<file path="config.mk">
export PLATFORM = sky130hd
export DESIGN_NAME = jpeg_pixel_sink
export DESIGN_NICKNAME = d
export VERILOG_FILES = /design/src/rtl/jpeg_pixel_sink.sv
export SDC_FILE = /design/constraint.sdc
export NUM_CORES = 1
export LEC_CHECK = 0
export CORE_MARGIN = 1
export CORE_UTILIZATION = 49
export DETAILED_ROUTE_END_ITERATION = 12
export HOLD_SLACK_MARGIN = 0.03
export PLACE_DENSITY = 0.79
export SYNTH_ARGS = -nofsm -noshare
export SYNTH_HDL_FRONTEND = slang
export SYNTH_SLANG_ARGS = --single-unit
</file>
<file path="constraint.sdc">
create_clock -name clk -period 3.3 [get_ports clk]
set_input_delay 0.66 -clock clk [delete_from_list [all_inputs] [get_ports clk]]
set_output_delay 0.66 -clock clk [all_outputs]
set_load 0.01 [all_outputs]
</file>
<file path="src/rtl/jpeg_pixel_sink.sv">
// jpeg_pixel_sink: receives MCU-ordered pixels from the decoder, maps each one to
// a raster frame-buffer address, converts RGB888 to RGB444 and issues registered
// frame-buffer writes that stall on fb_ready. A frame ends after the last pixel
// of the bottom-right MCU has been written, signalled by a one-cycle frame_done.
// Optional build macro: JPEG_PIXEL_SINK_ROUND_EN selects rounded (saturating)
// colour nibbles instead of plain truncation.
module jpeg_pixel_sink #(
    parameter int FB_W          = 32,
    parameter int FB_H          = 32,
    parameter int FB_ADDR_WIDTH = 10
) (
    input  logic                     clk,
    input  logic                     rst,
    input  logic                     co_en,
    input  logic                     co_411,
    input  logic [12:0]              co_mcu_w,
    input  logic [12:0]              co_mcu_h,
    input  logic                     bo_we,
    input  logic                     bo_begin,
    input  logic                     bo_end,
    input  logic [7:0]               bo_r,
    input  logic [7:0]               bo_g,
    input  logic [7:0]               bo_b,
    input  logic [7:0]               bo_adr,
    input  logic [12:0]              bo_x_mcu,
    input  logic [12:0]              bo_y_mcu,
    output logic                     bi_next,
    input  logic                     fb_ready,
    output logic                     fb_we,
    output logic [FB_ADDR_WIDTH-1:0] fb_addr,
    output logic [11:0]              fb_data,
    output logic                     busy,
    output logic                     frame_done,
    output logic                     err,
    output logic [19:0]              pix_cnt
);

    typedef enum logic [1:0] {
        IDLE   = 2'd0,
        ACTIVE = 2'd1,
        DRAIN  = 2'd2,
        DONE   = 2'd3
    } state_t;

    state_t                   state_r;
    logic                     cfg_411_r;
    logic [12:0]              mcu_w_r;
    logic [12:0]              mcu_h_r;
    logic                     fb_we_r;
    logic [FB_ADDR_WIDTH-1:0] fb_addr_r;
    logic [11:0]              fb_data_r;
    logic                     busy_r;
    logic                     frame_done_r;
    logic                     err_r;
    logic [19:0]              pix_cnt_r;

    logic [16:0]              x_s;
    logic [16:0]              y_s;
    logic [7:0]               last_adr_s;
    logic                     adr_bad_s;
    logic                     range_bad_s;
    logic                     begin_bad_s;
    logic                     end_bad_s;
    logic                     beat_err_s;
    logic                     clip_s;
    logic                     bi_next_s;
    logic                     accept_s;
    logic                     load_s;
    logic                     drain_s;
    logic                     last_s;
    logic [FB_ADDR_WIDTH-1:0] pix_addr_s;
    logic [11:0]              pix_data_s;

`ifdef JPEG_PIXEL_SINK_ROUND_EN
    // Round a channel to 4 bits: (c+8)>>4 evaluated in 9 bits, saturated at 15.
    function automatic logic [3:0] round_nibble(input logic [7:0] c);
        logic [4:0] q;
        q = 5'(({1'b0, c} + 9'd8) >> 4);
        if (q > 5'd15) begin
            round_nibble = 4'hF;
        end else begin
            round_nibble = q[3:0];
        end
    endfunction
`else
    // Truncation discards the low colour bits by design.
    logic unused_bits_s;
    assign unused_bits_s = ^{bo_r[3:0], bo_g[3:0], bo_b[3:0]};
`endif

    // Decode the offered beat: raster position, legality, clipping and handshake.
    always_comb begin
        x_s        = 17'd0;
        y_s        = 17'd0;
        last_adr_s = 8'd63;
        adr_bad_s  = 1'b0;
        if (cfg_411_r) begin
            x_s        = {bo_x_mcu, 4'd0} + {13'd0, bo_adr[3:0]};
            y_s        = {bo_y_mcu, 4'd0} + {13'd0, bo_adr[7:4]};
            last_adr_s = 8'd255;
            adr_bad_s  = 1'b0;
        end else begin
            x_s        = {1'b0, bo_x_mcu, 3'd0} + {14'd0, bo_adr[2:0]};
            y_s        = {1'b0, bo_y_mcu, 3'd0} + {14'd0, bo_adr[5:3]};
            last_adr_s = 8'd63;
            adr_bad_s  = (bo_adr > 8'd63);
        end
        range_bad_s = (bo_x_mcu >= mcu_w_r) || (bo_y_mcu >= mcu_h_r);
        begin_bad_s = bo_begin && (bo_adr != 8'd0);
        end_bad_s   = bo_end && (bo_adr != last_adr_s);
        beat_err_s  = adr_bad_s || range_bad_s || begin_bad_s || end_bad_s;
        clip_s      = (32'(x_s) >= 32'(FB_W)) || (32'(y_s) >= 32'(FB_H));
        pix_addr_s  = FB_ADDR_WIDTH'(32'(y_s) * 32'(FB_W) + 32'(x_s));
`ifdef JPEG_PIXEL_SINK_ROUND_EN
        pix_data_s  = {round_nibble(bo_r), round_nibble(bo_g), round_nibble(bo_b)};
`else
        pix_data_s  = {bo_r[7:4], bo_g[7:4], bo_b[7:4]};
`endif
        bi_next_s   = (state_r == ACTIVE) && (!fb_we_r || fb_ready);
        accept_s    = bo_we && bi_next_s;
        load_s      = accept_s && !beat_err_s && !clip_s;
        drain_s     = fb_we_r && fb_ready;
        last_s      = accept_s && bo_end &&
                      (bo_x_mcu == (mcu_w_r - 13'd1)) &&
                      (bo_y_mcu == (mcu_h_r - 13'd1));
    end

    // Frame FSM together with the one-entry write register, pixel counter and sticky error.
    always_ff @(posedge clk) begin
        if (rst) begin
            state_r      <= IDLE;
            cfg_411_r    <= 1'b0;
            mcu_w_r      <= 13'd0;
            mcu_h_r      <= 13'd0;
            fb_we_r      <= 1'b0;
            fb_addr_r    <= {FB_ADDR_WIDTH{1'b0}};
            fb_data_r    <= 12'd0;
            busy_r       <= 1'b0;
            frame_done_r <= 1'b0;
            err_r        <= 1'b0;
            pix_cnt_r    <= 20'd0;
        end else begin
            if (load_s) begin
                fb_we_r   <= 1'b1;
                fb_addr_r <= pix_addr_s;
                fb_data_r <= pix_data_s;
            end else if (drain_s) begin
                fb_we_r   <= 1'b0;
            end
            if (drain_s) begin
                pix_cnt_r <= pix_cnt_r + 20'd1;
            end
            if (accept_s && beat_err_s) begin
                err_r <= 1'b1;
            end
            frame_done_r <= 1'b0;
            case (state_r)
                IDLE: begin
                    if (co_en) begin
                        cfg_411_r <= co_411;
                        mcu_w_r   <= co_mcu_w;
                        mcu_h_r   <= co_mcu_h;
                        if ((co_mcu_w == 13'd0) || (co_mcu_h == 13'd0)) begin
                            err_r <= 1'b1;
                        end else begin
                            state_r   <= ACTIVE;
                            busy_r    <= 1'b1;
                            pix_cnt_r <= 20'd0;
                        end
                    end
                end
                ACTIVE: begin
                    if (last_s) begin
                        state_r <= DRAIN;
                    end
                end
                DRAIN: begin
                    // The final pixel may still sit in a stalled register.
                    if (!fb_we_r || drain_s) begin
                        state_r      <= DONE;
                        frame_done_r <= 1'b1;
                    end
                end
                DONE: begin
                    state_r <= IDLE;
                    busy_r  <= 1'b0;
                end
                default: begin
                    state_r <= IDLE;
                    busy_r  <= 1'b0;
                end
            endcase
        end
    end

    assign bi_next    = bi_next_s;
    assign fb_we      = fb_we_r;
    assign fb_addr    = fb_addr_r;
    assign fb_data    = fb_data_r;
    assign busy       = busy_r;
    assign frame_done = frame_done_r;
    assign err        = err_r;
    assign pix_cnt    = pix_cnt_r;

endmodule

</file>
==> out/qor.txt <==
Synthesized Nets - 756
CTS tree - done
die area - 0.0105 sq mm
hold path cells - 2
Comb pwr share - 44.7%
status - finished clean
largest cells by area after synthesis - dfxtp_1 (30%), ha_1 (9.7%), a21oi_1 (7.2%), nand2_1 (5.9%), xnor2_1 (4.6%)
# port buffers - 126
R2R Path Start - mcu_h_r[0]$_SDFFE_PP0P_
initial antenna violation count - 0
Vias/cell - 5.66
total power - 3.15 mW
Clk Latency, worst-skew pair - 0.36 ns
sequential area share after synthesis - 30.5%
VDD IR max - 0.361 mV
clock buffer depth - 2
reg2reg path depth - 10
worst reg2reg endpoint - state_r[0]$_SDFFE_PP0P_
skew final - 0.0121 ns
post-layout util - 67.6%
DRT antenna net count - 0
hold slack final - 0.474 ns
vias in the first global route - 4834
Mapped Cells - 625
setup TNS - 0 ns
Async SR Flop Fraction - 0%
min-delay src - fb_data[1]$_SDFFE_PP0P_
period utilisation layout - 92.6%
Top Ports - 139
top achievable clock speed - 327 MHz
core area - 0.00977 sq mm
R2R Setup Slk - 0.41 ns
Internal - 1.90 mW
routed vias - 5072
CP Capture Type - flop
first-pass GRT wire length - 22.5 mm
hold crit path type - reg -> reg
post_cts resized - 0
Switching Fraction - 39.5%
Sequential Power Share - 35.2%
Die H - 102 um
final setup violation count - 0
Setup Buffers After CTS - 0
routed len/inst - 15.7 um
critical path fanouts, max - 14
Starting Density - 50.4%
clock sinks - 75
grt ovf - 0
critical path required time - 3.59 ns
P_leak - 2.47 nW
RSZ-0062 raised after global routing - no
post-synth top area share - 30.5%
aggregate global-route resource usage - 27.6%
clock slew at reported path FFs - 0.08 ns
Residual DRC - 0
Mean Syn Cell Area - 7.88 sq um
HPWL Detailed - 10.9 mm
Slew Limit Fails - 0
number of synthesized flops with an enable pin - 0
Post-Syn Area - 0.00492 sq mm
Antenna diodes - 0
CTS root buf - clkbuf_8
max_cap viols - 0
Hold Path End - fb_data[1]$_SDFFE_PP0P_
Area growth syn-to-layout - 34.2%
PD cells - 477 mW/mm^2
DRT Pass-1 Iters - 5
layout cells sized above 1 - 7.47%
fin crit period - 3.05 ns
Netlist cell types - 61
final wirelength - 14.0 mm
net switching power - 1.25 mW
total of flip-flops plus latches after synthesis - 75
final net count - 889
synth cell count leaders - nand2_1 (78), dfxtp_1 (75), a21oi_1 (71)
1st-iter DRT viols - 257
hold_buf cts - 0
Synth Warn # - 0
Slew headroom - 60.2%
Hold Fails Final Rpt - 0
Placer Congestion - 0.901
pin slew with the least headroom to its limit - 0.592 ns
worst path arrival time - 3.34 ns
CP Class - in -> reg
Yosys top cell by area - dfxtp_1
largest net degree at the start of global routing - 38
fillcell total - 843
ys flop type - dfxtp_1
startpoint type of the worst setup path - input pin
most frequent cell after synthesis - nand2_1
Die W - 102 um
Site Rows - 36
H-tree lvl count - 3
TritonCTS Buffers - 9
Clk pwr share - 20.2%
-- through the flow --
| stage | worst slack [ns] | cells | cell area [sq um] |
|---|---|---|---|
| after floorplan | 0.432 | 625 | 4920 |
| after global placement | -0.0505 | 880 | 6440 |
| after detailed placement | -0.0755 | 880 | 6440 |
| after CTS | 0.276 | 896 | 6610 |
| after global routing | 0.0912 | 896 | 6610 |
| final | 0.245 | 896 | 6610 |
-- layout make-up --
cell class              count  area, sq um  area share [%]
clock buffers              10          128            1.93
clock inverters             6         40.0           0.606
inverters                  39          146            2.22
multi-input cells         483         3180            48.1
flip-flops and latches     75         1500            22.7
well taps                 133          166            2.52
repair buffers            150         1450            21.9
-- cells by family after synthesis --
logic type | Yosys count | synth area share, %
buf+inv | 67 | 5.13
xor+xnor | 52 | 9.53
simple gates | 229 | 23.4
compound gates | 150 | 18.6
fa+ha+maj | 39 | 10.1
mux | 13 | 2.77
flops | 75 | 30.5
-- layer usage --
layer | global-route usage [%] | wire [um] | vias to the layer above
li1 | - | - | 2476
met1 | 33.8 | 5990 | 2387
met2 | 48.4 | 6890 | 181
met3 | 3.63 | 805 | 28
met4 | 11.9 | 359 | 0
met5 | 0 | 0 | -
-- flip-flops by register name (all words and copies together), names as in the netlist --
name        count
busy            1
pix_cnt        20
fb_data        12
fb_addr        10
state_r         2
fb_we           1
err             1
cfg_411_r       1
mcu_w_r        13
frame_done      1
mcu_h_r        13
-- how the worst max path moves through the flow --
stage / from / to / slack (ns) / cells past startpoint
after floorplan: bo_y_mcu[0] / fb_data[0]$_SDFFE_PP0P_ / 0.43 / 12
after global placement: bo_y_mcu[0] / fb_addr[1]$_SDFFE_PP0P_ / -0.05 / 12
after detailed placement: bo_y_mcu[0] / fb_addr[2]$_SDFFE_PP0P_ / -0.08 / 12
after CTS: bo_y_mcu[0] / fb_data[8]$_SDFFE_PP0P_ / 0.28 / 12
after global routing: bo_y_mcu[0] / fb_addr[2]$_SDFFE_PP0P_ / 0.09 / 12
final: bo_y_mcu[0] / fb_addr[2]$_SDFFE_PP0P_ / 0.25 / 12
-- worst max-delay path, cell delays in order --
cell	delay, ns
clkdlybuf4s50_1	0.53
inv_1	0.08
ha_1	0.31
nand2b_1	0.15
a21o_1	0.17
a21o_1	0.17
a211oi_1	0.23
o221a_1	0.24
o221a_2	0.36
buf_12	0.18
nand3_1	0.10
a21oi_1	0.16
-- power groups by stage --
stage               combinational [mW]  sequential (mW)  clock [mW]
detailed placement                1.38             1.12           0
CTS                               1.39             1.10       0.650
global route                      1.55             1.12       0.679
floorplan                        0.967             1.09           0
global placement                  1.32             1.12           0
finish                            1.41             1.11       0.636
-- cell usage in the layout (no fill, tap or decap), types with 3 or more instances in the layout --
cell type,n
buf_4,23
mux2i_1,8
clkdlybuf4s50_1,125
dfxtp_1,75
and3_1,9
a21oi_1,71
inv_1,39
and2_1,4
nand3_1,39
o21ai_1,5
nand2_1,78
xnor2_1,26
nor4_1,11
or3_1,5
nor2_1,32
xor2_1,25
a211oi_1,4
clkinv_2,3
clkbuf_8,9
a311oi_1,5
nor2b_1,3
nand4_1,14
nand2b_1,5
a31oi_1,3
mux2_2,5
ha_1,38
nor3_1,11
o21ai_0,29
a21o_1,10
Note: power is estimated with default switching activity, not from simulation.
